===== src/rtl/axi_xbar_pkg.sv =====
// Shared constants and types for the crossbar read-data return path.
// Slave indices, RID tag values and the return-router state encoding live here.
package axi_xbar_pkg;

  localparam int NS    = 7;
  localparam int IDX_W = 3;
  localparam int SIDW  = 8;
  localparam int MIDW  = 4;
  localparam int DW    = 32;
  localparam int RW    = 2;
  localparam int CNT_W = 8;

  localparam logic [3:0] TAG_M0 = 4'b0001;
  localparam logic [3:0] TAG_M1 = 4'b0010;

  localparam logic [IDX_W-1:0] SLV_ROM  = 3'd0;
  localparam logic [IDX_W-1:0] SLV_IM   = 3'd1;
  localparam logic [IDX_W-1:0] SLV_DM   = 3'd2;
  localparam logic [IDX_W-1:0] SLV_SC   = 3'd3;
  localparam logic [IDX_W-1:0] SLV_WDT  = 3'd4;
  localparam logic [IDX_W-1:0] SLV_DRAM = 3'd5;
  localparam logic [IDX_W-1:0] SLV_SD   = 3'd6;

  typedef enum logic {
    IDLE = 1'b0,
    BUSY = 1'b1
  } state_e;

  // Slave index successor, wrapping at NS.
  function automatic logic [IDX_W-1:0] next_idx(input logic [IDX_W-1:0] idx);
    if (idx == IDX_W'(NS - 1)) begin
      next_idx = '0;
    end else begin
      next_idx = idx + 1'b1;
    end
  endfunction

endpackage


===== src/rtl/axi_r_return_router_rr_arbiter.sv =====
// Combinational round-robin picker: first requesting slave at or after ptr_i.
// The owning FSM registers the result and advances the pointer.
module rr_arbiter
  import axi_xbar_pkg::*;
(
  input  logic [NS-1:0]    req_i,
  input  logic [IDX_W-1:0] ptr_i,
  output logic [IDX_W-1:0] grant_o,
  output logic             any_req_o
);

  logic [IDX_W-1:0] idx;

  always_comb begin
    grant_o   = '0;
    any_req_o = 1'b0;
    idx       = ptr_i;
    for (int k = 0; k < NS; k++) begin
      if (!any_req_o && req_i[idx]) begin
        grant_o   = idx;
        any_req_o = 1'b1;
      end
      idx = next_idx(idx);
    end
  end

endmodule


===== src/rtl/axi_r_return_router.sv =====
// AXI R-channel return router: locks onto one slave per burst (round robin)
// and steers each beat to M0/M1 by the RID master tag, stripping the tag.
module axi_r_return_router
  import axi_xbar_pkg::*;
(
  input  logic              clk,
  input  logic              rst,
  input  logic [NS*SIDW-1:0] RID_S,
  input  logic [NS*DW-1:0]   RDATA_S,
  input  logic [NS*RW-1:0]   RRESP_S,
  input  logic [NS-1:0]      RLAST_S,
  input  logic [NS-1:0]      RVALID_S,
  output logic [NS-1:0]      RREADY_S,
  output logic [MIDW-1:0]    RID_M0,
  output logic [DW-1:0]      RDATA_M0,
  output logic [RW-1:0]      RRESP_M0,
  output logic               RLAST_M0,
  output logic               RVALID_M0,
  input  logic               RREADY_M0,
  output logic [MIDW-1:0]    RID_M1,
  output logic [DW-1:0]      RDATA_M1,
  output logic [RW-1:0]      RRESP_M1,
  output logic               RLAST_M1,
  output logic               RVALID_M1,
  input  logic               RREADY_M1,
  output logic               busy,
  output logic [CNT_W-1:0]   beat_cnt
);

  // Handshake rule on every port: a beat moves on a clock edge where valid and
  // ready are both high; valid and payload stay stable until that edge.

  state_e            state_q, state_d;
  logic [IDX_W-1:0]  grant_q, grant_d;
  logic [IDX_W-1:0]  rr_ptr_q, rr_ptr_d;
  logic [CNT_W-1:0]  beat_cnt_q, beat_cnt_d;

  logic [IDX_W-1:0]  arb_grant;
  logic              arb_any;

  logic [SIDW-1:0]   rid_g;
  logic [DW-1:0]     data_g;
  logic [RW-1:0]     resp_g;
  logic              last_g;
  logic              valid_g;
  logic              ready_g;
  logic              hs;

  rr_arbiter u_arb (
    .req_i     (RVALID_S),
    .ptr_i     (rr_ptr_q),
    .grant_o   (arb_grant),
    .any_req_o (arb_any)
  );

  always_comb begin
    rid_g   = RID_S[int'(grant_q)*SIDW +: SIDW];
    data_g  = RDATA_S[int'(grant_q)*DW +: DW];
    resp_g  = RRESP_S[int'(grant_q)*RW +: RW];
    last_g  = RLAST_S[grant_q];
    valid_g = RVALID_S[grant_q];
  end

  // Routing is decided from the live RID each beat; nothing is buffered.
  always_comb begin
    RID_M0    = '0;
    RDATA_M0  = '0;
    RRESP_M0  = '0;
    RLAST_M0  = 1'b0;
    RVALID_M0 = 1'b0;
    RID_M1    = '0;
    RDATA_M1  = '0;
    RRESP_M1  = '0;
    RLAST_M1  = 1'b0;
    RVALID_M1 = 1'b0;
    RREADY_S  = '0;
    ready_g   = 1'b0;
    if (state_q == BUSY) begin
      if (rid_g[7:4] == TAG_M0) begin
        RID_M0    = rid_g[MIDW-1:0];
        RDATA_M0  = data_g;
        RRESP_M0  = resp_g;
        RLAST_M0  = last_g;
        RVALID_M0 = valid_g;
        ready_g   = RREADY_M0;
      end else if (rid_g[7:4] == TAG_M1) begin
        RID_M1    = rid_g[MIDW-1:0];
        RDATA_M1  = data_g;
        RRESP_M1  = resp_g;
        RLAST_M1  = last_g;
        RVALID_M1 = valid_g;
        ready_g   = RREADY_M1;
      end else begin
        // Unroutable tag: drain the burst so the slave cannot wedge the path.
        ready_g = 1'b1;
      end
      RREADY_S[grant_q] = ready_g;
    end
  end

  assign hs = (state_q == BUSY) && valid_g && ready_g;

  always_comb begin
    state_d    = state_q;
    grant_d    = grant_q;
    rr_ptr_d   = rr_ptr_q;
    beat_cnt_d = beat_cnt_q;
    case (state_q)
      IDLE: begin
        if (arb_any) begin
          grant_d = arb_grant;
          state_d = BUSY;
        end
      end
      BUSY: begin
        if (hs) begin
          if (beat_cnt_q != {CNT_W{1'b1}}) begin
            beat_cnt_d = beat_cnt_q + 1'b1;
          end
          if (last_g) begin
            state_d    = IDLE;
            rr_ptr_d   = next_idx(grant_q);
            beat_cnt_d = '0;
          end
        end
      end
      default: state_d = IDLE;
    endcase
  end

  always_ff @(posedge clk or negedge rst) begin
    if (!rst) begin
      state_q    <= IDLE;
      grant_q    <= '0;
      rr_ptr_q   <= '0;
      beat_cnt_q <= '0;
    end else begin
      state_q    <= state_d;
      grant_q    <= grant_d;
      rr_ptr_q   <= rr_ptr_d;
      beat_cnt_q <= beat_cnt_d;
    end
  end

  assign busy     = (state_q == BUSY);
  assign beat_cnt = beat_cnt_q;

endmodule


===== config.mk =====
export PLATFORM = sky130hd
export DESIGN_NAME = axi_r_return_router
export DESIGN_NICKNAME = d
export VERILOG_FILES = /design/src/rtl/axi_xbar_pkg.sv /design/src/rtl/axi_r_return_router_rr_arbiter.sv /design/src/rtl/axi_r_return_router.sv
export SDC_FILE = /design/constraint.sdc
export NUM_CORES = 1
export LEC_CHECK = 0
export CORE_AREA = 4 4 158 160
export CTS_BUF_LIST = sky130_fd_sc_hd__clkbuf_4 sky130_fd_sc_hd__clkbuf_8 sky130_fd_sc_hd__clkbuf_16
export CTS_CLUSTER_SIZE = 14
export DETAILED_ROUTE_END_ITERATION = 10
export DIE_AREA = 0 0 162 164
export SLEW_MARGIN = 20
export SYNTH_ARGS = -nofsm -noshare
export SYNTH_HDL_FRONTEND = slang
export SYNTH_SLANG_ARGS = --single-unit

===== constraint.sdc =====
create_clock -name clk -period 3.4 [get_ports clk]
set_input_delay 0.68 -clock clk [delete_from_list [all_inputs] [get_ports clk]]
set_output_delay 0.68 -clock clk [all_outputs]
set_load 0.01 [all_outputs]

# Word level (Yosys, flattened, before mapping)
# Index checks and enable logic that the tools add are counted.
[classes]
addsub = 8
n_lt_le_gt_ge = 9
n_eq_ne = 10
shifts = 3
muxes = 77
bitwise_logic = 2
reduce_logical = 19
[ops]
columns = ["op", "count"]
rows = [
  ["224-bit by 9-bit indexed part select with 32-bit output", 1],
  ["32-bit two-way mux", 5],
  ["56-bit by 7-bit indexed part select with 8-bit output", 1],
  ["3-bit two-way mux", 14],
  ["1-bit two-way mux", 34],
  ["3-bit by 4-bit < comparator with 1-bit output, second input constant", 8],
  ["1-bit binary-select mux with 3-bit select", 9],
  ["3-bit by 1-bit adder with 3-bit output, second input constant", 7],
  ["3-bit equality test, second input constant", 7],
  ["4-bit two-way mux", 5],
  ["8-bit two-way mux", 2],
  ["14-bit by 5-bit indexed part select with 2-bit output", 1],
  ["2-bit two-way mux", 5],
  ["1-bit logical AND", 9],
  ["8-bit by 1-bit adder with 8-bit output, second input constant", 1],
  ["8-bit inequality test, second input constant", 1],
  ["7-bit bitwise AND", 1],
  ["7-bit two-way mux", 1],
  ["1-bit zero test", 6],
  ["3-bit AND reduction", 2],
  ["4-bit by 1-bit equality test with 1-bit output, second input constant", 1],
  ["4-bit by 2-bit equality test with 1-bit output, second input constant", 1],
  ["1-bit demux with 3-bit select", 1],
  ["3-bit by 1-bit >= comparator with 1-bit output, second input constant", 1],
  ["other kinds (4)", 4],
]
[totals]
regBits = 15
inputBits = 312

# Logic depth before layout (Yosys ltp)
# Gate-level depths: netlist of the first run.
[depth]
ltp_word = 23
mapped_depth = 11
depth_no_buf = 7

# Modules after synthesis
# A second synthesis of the first run with hierarchy kept.
[hier_totals]
cells_unflattened = 744
hier_area_um2 = 4899.7
[by_module_without_submodules]
columns = ["mod", "n_inst", "cells_per_inst", "area_per_inst_um2", "seq_area_each_um2"]
rows = [
  ["axi_r_return_router", 1, 622, 4070.2, 375.4],
  ["rr_arbiter", 1, 122, 829.5, 0.0],
]

# Least setup slack after synthesis of the first run
# Ideal clock, no wire load.
[synth_timing]
path_type = "in2out"
startpoint = "in RID_S[54]"
endpoint = "out RDATA_M0[0]"
arrival_ns = 2.141
required_time_ns = 2.720
setup_slack_ns = 0.579
stages = 9
path_cell_list = "o21ai_0 o21ai_0 a21oi_1 o2111ai_1 buf_2 nor3_1 inv_1 buf_2 nor3_1"
[synth_between]
elab_chain_cells = 4
[synth_lines]
columns = ["element", "line_no", "text"]
rows = [
  ["start, declared", "axi_r_return_router.sv:8", "input logic [NS*SIDW-1:0] RID_S,"],
  ["56-bit by 7-bit indexed part select with 8-bit output", "axi_r_return_router.sv:57", "rid_g = RID_S[int'(grant_q)*SIDW +: SIDW];"],
  ["4-bit by 1-bit equality test with 1-bit output", "axi_r_return_router.sv:79", "if (rid_g[7:4] == TAG_M0) begin"],
  ["32-bit two-way mux", "axi_r_return_router.sv:79", ""],
  ["32-bit two-way mux", "axi_r_return_router.sv:78", "if (state_q == BUSY) begin"],
  ["end, declared", "axi_r_return_router.sv:15", "output logic [DW-1:0] RDATA_M0,"],
]
# No other way between the ends.

# Final worst setup path of the first run
[layout_timing]
startpoint = "in RID_S[21]"
endpoint = "out RDATA_M1[19]"
[layout_between]
elab_chain_cells = 5
word_cells_on_any_way = 6
[layout_lines]
columns = ["element", "line_no", "text"]
rows = [
  ["56-bit by 7-bit indexed part select with 8-bit output *", "axi_r_return_router.sv:57", ""],
  ["4-bit by 2-bit equality test with 1-bit output", "axi_r_return_router.sv:86", "end else if (rid_g[7:4] == TAG_M1) begin"],
  ["32-bit two-way mux", "axi_r_return_router.sv:86", ""],
  ["32-bit two-way mux *", "axi_r_return_router.sv:79", ""],
  ["32-bit two-way mux *", "axi_r_return_router.sv:78", ""],
  ["end, declared", "axi_r_return_router.sv:21", "output logic [DW-1:0] RDATA_M1,"],
]
# Every way passes the cells marked *; elsewhere a longest branch is shown, timed or not.

==> flow_metrics.env, run 1 <==
export IMPL_slowest_delay_ns=0.45
export IMPL_cts_inserted_buffers=3
export IMPL_drc_errors=0
export IMPL_gr_max_usage_layer="met2"
export IMPL_period_needed_ns=3.37
export IMPL_wl_mm=31.6
export IMPL_netlist_area_leader_share=0.106
export IMPL_r2r_slack_ns=0.50
export IMPL_critical_path_arrival_ns=2.69
export IMPL_wl_per_cell_um=21.4
export IMPL_synth_largest_area_cell="mux2i_1"
export IMPL_status="finished clean"
export IMPL_ir_worst_vdd_mv=0.487
export IMPL_hp_class="reg -> reg"
export IMPL_finalSetupTns_ns=0
export IMPL_hpwl_mm=24.6
export IMPL_clkLatencyLatePin_ns=0.25
export IMPL_whs_ns=0.544
export IMPL_cts_buffer_depth=2
export IMPL_met2_usage=0.372
export IMPL_top_level_ports=408
export IMPL_hold_start="beat_cnt[0]"
export IMPL_clk_root_buffer_cell="clkbuf_16"
export IMPL_seq_area_frac_synth=0.0764
export IMPL_post_route_cell_area_um2=10000
export IMPL_cts_sinks=15
export IMPL_viasPerCell=5.14
export IMPL_p_leak_nw=3.86
export IMPL_slowest_stage="clkdlybuf4s50_1"
export IMPL_rr_startpoint="rr_ptr_q[2]"
export IMPL_fin_util=0.429
export IMPL_drv_cap=0
export IMPL_syn_avg_cell_area_um2=6.69
export IMPL_synth_seq_cells=15
export IMPL_clock_fmax_mhz=297
export IMPL_fp_dieW_um=162
export IMPL_grt_overflow_total=0
export IMPL_rsz0062_at_grt="true"
export IMPL_post_dp_cell_area_um2=9760
export IMPL_io_buffers=407
export IMPL_grtUsageMet1=0.259
export IMPL_finalMaxSlewViolations=0
export IMPL_dr_total_vias=7606
export IMPL_synth_ff_type="dfrtp_1"
export IMPL_yosys_top_cells_area="mux2i_1, o21ai_0, mux2_2, dfrtp_1, nor4_1"
export IMPL_crit_path_frequent_cell="buf_4"
export IMPL_drive_gt1_frac=0.282
export IMPL_met3_usage=0.0527
export IMPL_cts_max_level=1
export IMPL_first_global_vias=7735
export IMPL_endpoint_kind="output pin"
export IMPL_synth_edf_count=0
export IMPL_start_util=0.210
export IMPL_relSlewSlack=0.513
export IMPL_worstPathCellList="clkdlybuf4s50_1 > and3b_1 > a21oi_2 > o221ai_2 > buf_4 > buf_4 > nand2_4 > buf_12 > nor4_2 > buf_2"
export IMPL_syn_nets=1047
export IMPL_fin_nets=1470
export IMPL_grt_first_pass_wirelength_mm=44.9
export IMPL_ant_nets=0
export IMPL_worstPathMaxFanout=20
export IMPL_grt_max_degree=55
export IMPL_dieArea_um2=26600
export IMPL_firstDrtPassIters=5
export IMPL_postSynthCellCount=734
export IMPL_power_density_nw_per_um2=706
export IMPL_worstSetupStartpoint="RID_S[21]"
export IMPL_skew_ns=0.00122
export IMPL_cts_tree="done"
export IMPL_grtUsageTotal=0.213
export IMPL_p_total_mw=7.09
export IMPL_required_ns=2.72
export IMPL_worstMarginPinSlew_ns=0.729
export IMPL_finalCritPeriodShare=0.990
export IMPL_async_flop_share=1.00
export IMPL_drt_first_iter_violations=613
export IMPL_yosysWarnings=0
export IMPL_die_height_um=164
export IMPL_num_rows=56
export IMPL_path_class="in -> out"
export IMPL_path_clk_slew_ns=0.05
export IMPL_finalSetupViolations=0
export IMPL_syn_to_final_growth_pct=104
export IMPL_final_hold_viol_count=0
export IMPL_synthDistinctLibCells=80
export IMPL_netlist_area_um2=4910
export IMPL_core_um2=23400
export IMPL_place_gp_congestion=0.969
export IMPL_cp_start_kind="input port"
export IMPL_antenna_found_initial=6
[worst paths after layout]
path / to / cells after the start
setup / recovery: RDATA_M1[19] / 10
max in group asynchronous: grant_q[0] / 1
setup reg to reg: grant_q[0] / 8
min in group asynchronous: beat_cnt[5] / 1
hold / removal: beat_cnt[0] / 1
hold reg to reg: beat_cnt[0] / 1
[cells in the final DEF, fill, tap and decap left out, drive strengths merged, types with 6 or more instances in the layout]
cell type      netlist  final
mux2i               54     54
mux2                43     43
a21oi               50     50
dlygate4sd2          0      7
o21ai              105    105
nor4                47     47
buf                 35    133
nand2b              12     12
dfrtp               15     15
o22ai               41     41
clkbuf              40     37
nor2                75     75
clkdlybuf4s50        0    313
nand2               62     62
a211oi               6      6
nor3                55     55
[sequential cells by signal, summed over array words and instances, names as in the netlist]
register	flops
beat_cnt	8
busy	1
rr_ptr_q	3
grant_q	3
[report_power, final]
part	leakage (nW)	switching [mW]	internal (mW)	total (mW)
Clock	0.0416	0.0789	0.167	0.246
Sequential	0.189	0.161	0.237	0.398
Combinational	3.63	3.69	2.76	6.45
Total	3.86	3.93	3.17	7.09
[cell families (layout without fill, tap and decap cells)]
kind of cell,count (synthesis),after routing,share of synthesized area
multiplexers,99,99,0.224
AO/OA/AOI/OAI,243,243,0.307
adder cells (fa/ha/maj),1,1,0.00255
buffers and inverters,81,503,0.0800
other,0,5,0
flip-flops,15,15,0.0764
XOR/XNOR,5,5,0.00891
AND/OR/NAND/NOR,290,290,0.301
[layer usage]
metal | vias up | routed length, um
met4 | 2 | 898
met2 | 378 | 15500
met1 | 3540 | 12500
met3 | 59 | 2750
met5 | - | 13
li1 | 3627 | -
[per-stage QoR]
| stage | setup slack [ns] | std cells |
|---|---|---|
| 2_1_floorplan | 0.579 | 734 |
| 3_3_place_gp | -0.793 | 1465 |
| 3_5_place_dp | -0.749 | 1465 |
| 4_1_cts | -0.0510 | 1472 |
| 5_1_grt | -0.0344 | 1478 |
| 6_report | 0.0333 | 1480 |
[area by class of cell]
| class | instances | area [um^2] |
|---|---|---|
| tap | 319 | 399 |
| timing repair buffer | 493 | 4500 |
| multi-input combinational | 638 | 4640 |
| inverter | 6 | 25.0 |
| sequential | 15 | 388 |
| clock buffer | 4 | 82.6 |
| antenna | 5 | 12.5 |
| fill | 2469 | 13400 |
[worst max-delay path, delay by kind of cell]
| family | cells | cell delay, ns |
|---|---|---|
| AO/OA/AOI/OAI | 2 | 0.30 |
| buffers and inverters | 5 | 1.12 |
| AND/OR/NAND/NOR | 3 | 0.56 |
[cells in the mapped netlist (all sizes together) (3+ instances only)]
cell	number
o21ai	105
nor2	75
nand2	62
nor3	55
mux2i	54
a21oi	50
nor4	47
mux2	43
o22ai	41
clkbuf	40
buf	35
dfrtp	15
nand2b	12
a211oi	6
and2	5
and3b	5
nand3	5
or3b	5
a22oi	4
inv	4
o31ai	4
or3	4
xor2	4
a221oi	3
a31o	3
nor2b	3
o211ai	3
o221ai	3
[what timing repair did]
action | CTS | global route
setup buffers | 3 | 3
hold buffers | 0 | 0
pin swaps | 11 | 9
endpoints found under the setup margin | 87 | 86
cloned | 1 | 1
gates resized for setup | 275 | 186
Note: power is estimated with default switching activity, not from simulation.
==> run 2, diff against run 1 <==
- GPL_ROUTABILITY_DRIVEN: unset -> 0
==> flow_metrics.env, run 2 (synthesized netlist as in run 1, its figures left out) <==
export IMPL_dr_total_vias=7608
export IMPL_die_height_um=164
export IMPL_met3_usage=0.0469
export IMPL_drc_errors=0
export IMPL_ir_worst_vdd_mv=0.442
export IMPL_path_clk_slew_ns=0.05
export IMPL_grt_overflow_total=0
export IMPL_p_leak_nw=4.00
export IMPL_relSlewSlack=0.410
export IMPL_grt_max_degree=55
export IMPL_period_needed_ns=3.38
export IMPL_viasPerCell=5.13
export IMPL_grt_first_pass_wirelength_mm=44.3
export IMPL_pwr_share_clk=0.033
export IMPL_critical_path_arrival_ns=2.70
export IMPL_core_um2=23400
export IMPL_rsz0062_at_grt="true"
export IMPL_drv_cap=0
export IMPL_cts_max_level=1
export IMPL_whs_path_depth=1
export IMPL_clkLatencyLatePin_ns=0.24
export IMPL_path_class="reg -> out"
export IMPL_grtUsageTotal=0.212
export IMPL_final_cell_mix="clkdlybuf4s50_1, o21ai_0, buf_4"
export IMPL_drive_gt1_frac=0.253
export IMPL_fp_dieW_um=162
export IMPL_fin_util=0.437
export IMPL_p_int_mw=3.26
export IMPL_firstDrtPassIters=5
export IMPL_final_common_cell="clkdlybuf4s50_1"
export IMPL_skew_ns=0.00401
export IMPL_worstSetupStartpoint="grant_q[0]"
export IMPL_cts_tree="done"
export IMPL_clk_root_buffer_cell="clkbuf_16"
export IMPL_cts_sinks=15
export IMPL_top_level_ports=408
export IMPL_finalMaxSlewViolations=0
export IMPL_gr_max_usage_layer="met2"
export IMPL_power_frac_seq=0.061
export IMPL_fin_nets=1478
export IMPL_met2_usage=0.383
export IMPL_final_cells=1484
export IMPL_r2r_slack_ns=0.47
export IMPL_first_global_vias=7645
export IMPL_p_comb_frac=0.906
export IMPL_antenna_found_initial=1
export IMPL_hold_start="beat_cnt[0]"
export IMPL_endpoint_kind="output pin"
export IMPL_dieArea_um2=26600
export IMPL_wl_mm=31.0
export IMPL_p_sw_frac=0.542
export IMPL_io_buffers=407
export IMPL_nFillCells=2471
export IMPL_final_hold_viol_count=0
export IMPL_p_total_mw=7.13
export IMPL_cp_start_kind="flop"
export IMPL_num_rows=56
export IMPL_hold_path_end="beat_cnt[0]"
export IMPL_hpwl_mm=24.6
export IMPL_register_area_um2=388
export IMPL_worstPathMaxFanout=10
export IMPL_rr_startpoint="grant_q[0]"
export IMPL_syn_to_final_growth_pct=108
export IMPL_dp_cells=1461
export IMPL_clock_fmax_mhz=296
export IMPL_wl_per_cell_um=20.9
export IMPL_cts_buffer_depth=2
export IMPL_hold_buffers=0
export IMPL_start_util=0.210
export IMPL_finalSetupViolations=0
export IMPL_largest_register_ffs=8
export IMPL_drt_first_iter_violations=581
export IMPL_grtUsageMet1=0.255
export IMPL_power_density_nw_per_um2=697
export IMPL_r2r_cells=13
export IMPL_worstMarginPinSlew_ns=0.885
export IMPL_hp_class="reg -> reg"
export IMPL_finalCritPeriodShare=0.994
export IMPL_required_ns=2.72
export IMPL_multi_input_area_um2=4630
export IMPL_r2r_end="rr_ptr_q[0]"
export IMPL_status="finished clean"
export IMPL_p_switching_mw=3.87
export IMPL_ant_nets=0
export IMPL_cts_inserted_buffers=3
==> run 2: area by class of cell <==
cell class                 count  share of cell area
tap                          319              0.0390
inverter                       6             0.00232
timing repair buffer         501               0.460
sequential                    15              0.0379
antenna                        1            0.000245
multi-input combinational    638               0.453
clock buffer                   4             0.00808
==> run 2: routing by layer <==
layer / routed length [um] / share of wire
met4: 687 / 0.022
met1: 12100 / 0.39
met2: 15600 / 0.50
met5: 0 / 0
met3: 2690 / 0.087
==> run 2: critical path: stages (launching register included) <==
cell and delay (ns):
dfrtp_4 0.50, buf_12 0.15, mux2_4 0.30, a22oi_2 0.21
o221ai_4 0.14, buf_4 0.17, nor3_4 0.16, clkinv_2 0.12
buf_4 0.15, buf_6 0.16, nor3_1 0.21, buf_2 0.17
==> run 2: repair_timing <==
item                       in CTS  in global routing
cloned                          1                  0
buffers inserted               10                 10
pin swaps                      13                  3
gates resized for setup       308                 63
setup endpoints to repair      87                 64
==> run 2: through the flow <==
step | TNS, ns | worst slack, ns | hold slack [ns] | cell area, um^2
3_5_place_dp | -41.31 | -0.661 | 0.511 | 9730
2_1_floorplan | 0 | 0.579 | 0.384 | 4910
4_1_cts | -0.0957 | -0.0429 | 0.529 | 9980
6_report | 0 | 0.0192 | 0.529 | 10200
5_1_grt | -0.309 | -0.0689 | 0.564 | 10200
3_3_place_gp | -44.06 | -0.727 | 0.513 | 9730
==> run 2: power by group through the flow <==
stage                     clock network [mW]  logic, mW  registers, mW
after floorplan                            0       3.46          0.282
after global placement                     0       5.83          0.447
after detailed placement                   0       5.82          0.446
after CTS                              0.240       6.14          0.440
after global routing                   0.249       6.92          0.454
final                                  0.236       6.46          0.437
==> run 2: worst max path at each step <==
| stage | endpoint | slack (ns) |
|---|---|---|
| global route | RREADY_S[0] | -0.07 |
| CTS | RREADY_S[0] | -0.04 |
| floorplan | RDATA_M0[0] | 0.58 |
| global placement | RDATA_M0[25] | -0.73 |
| finish | RDATA_M0[16] | 0.02 |
| detailed placement | RDATA_M0[25] | -0.66 |
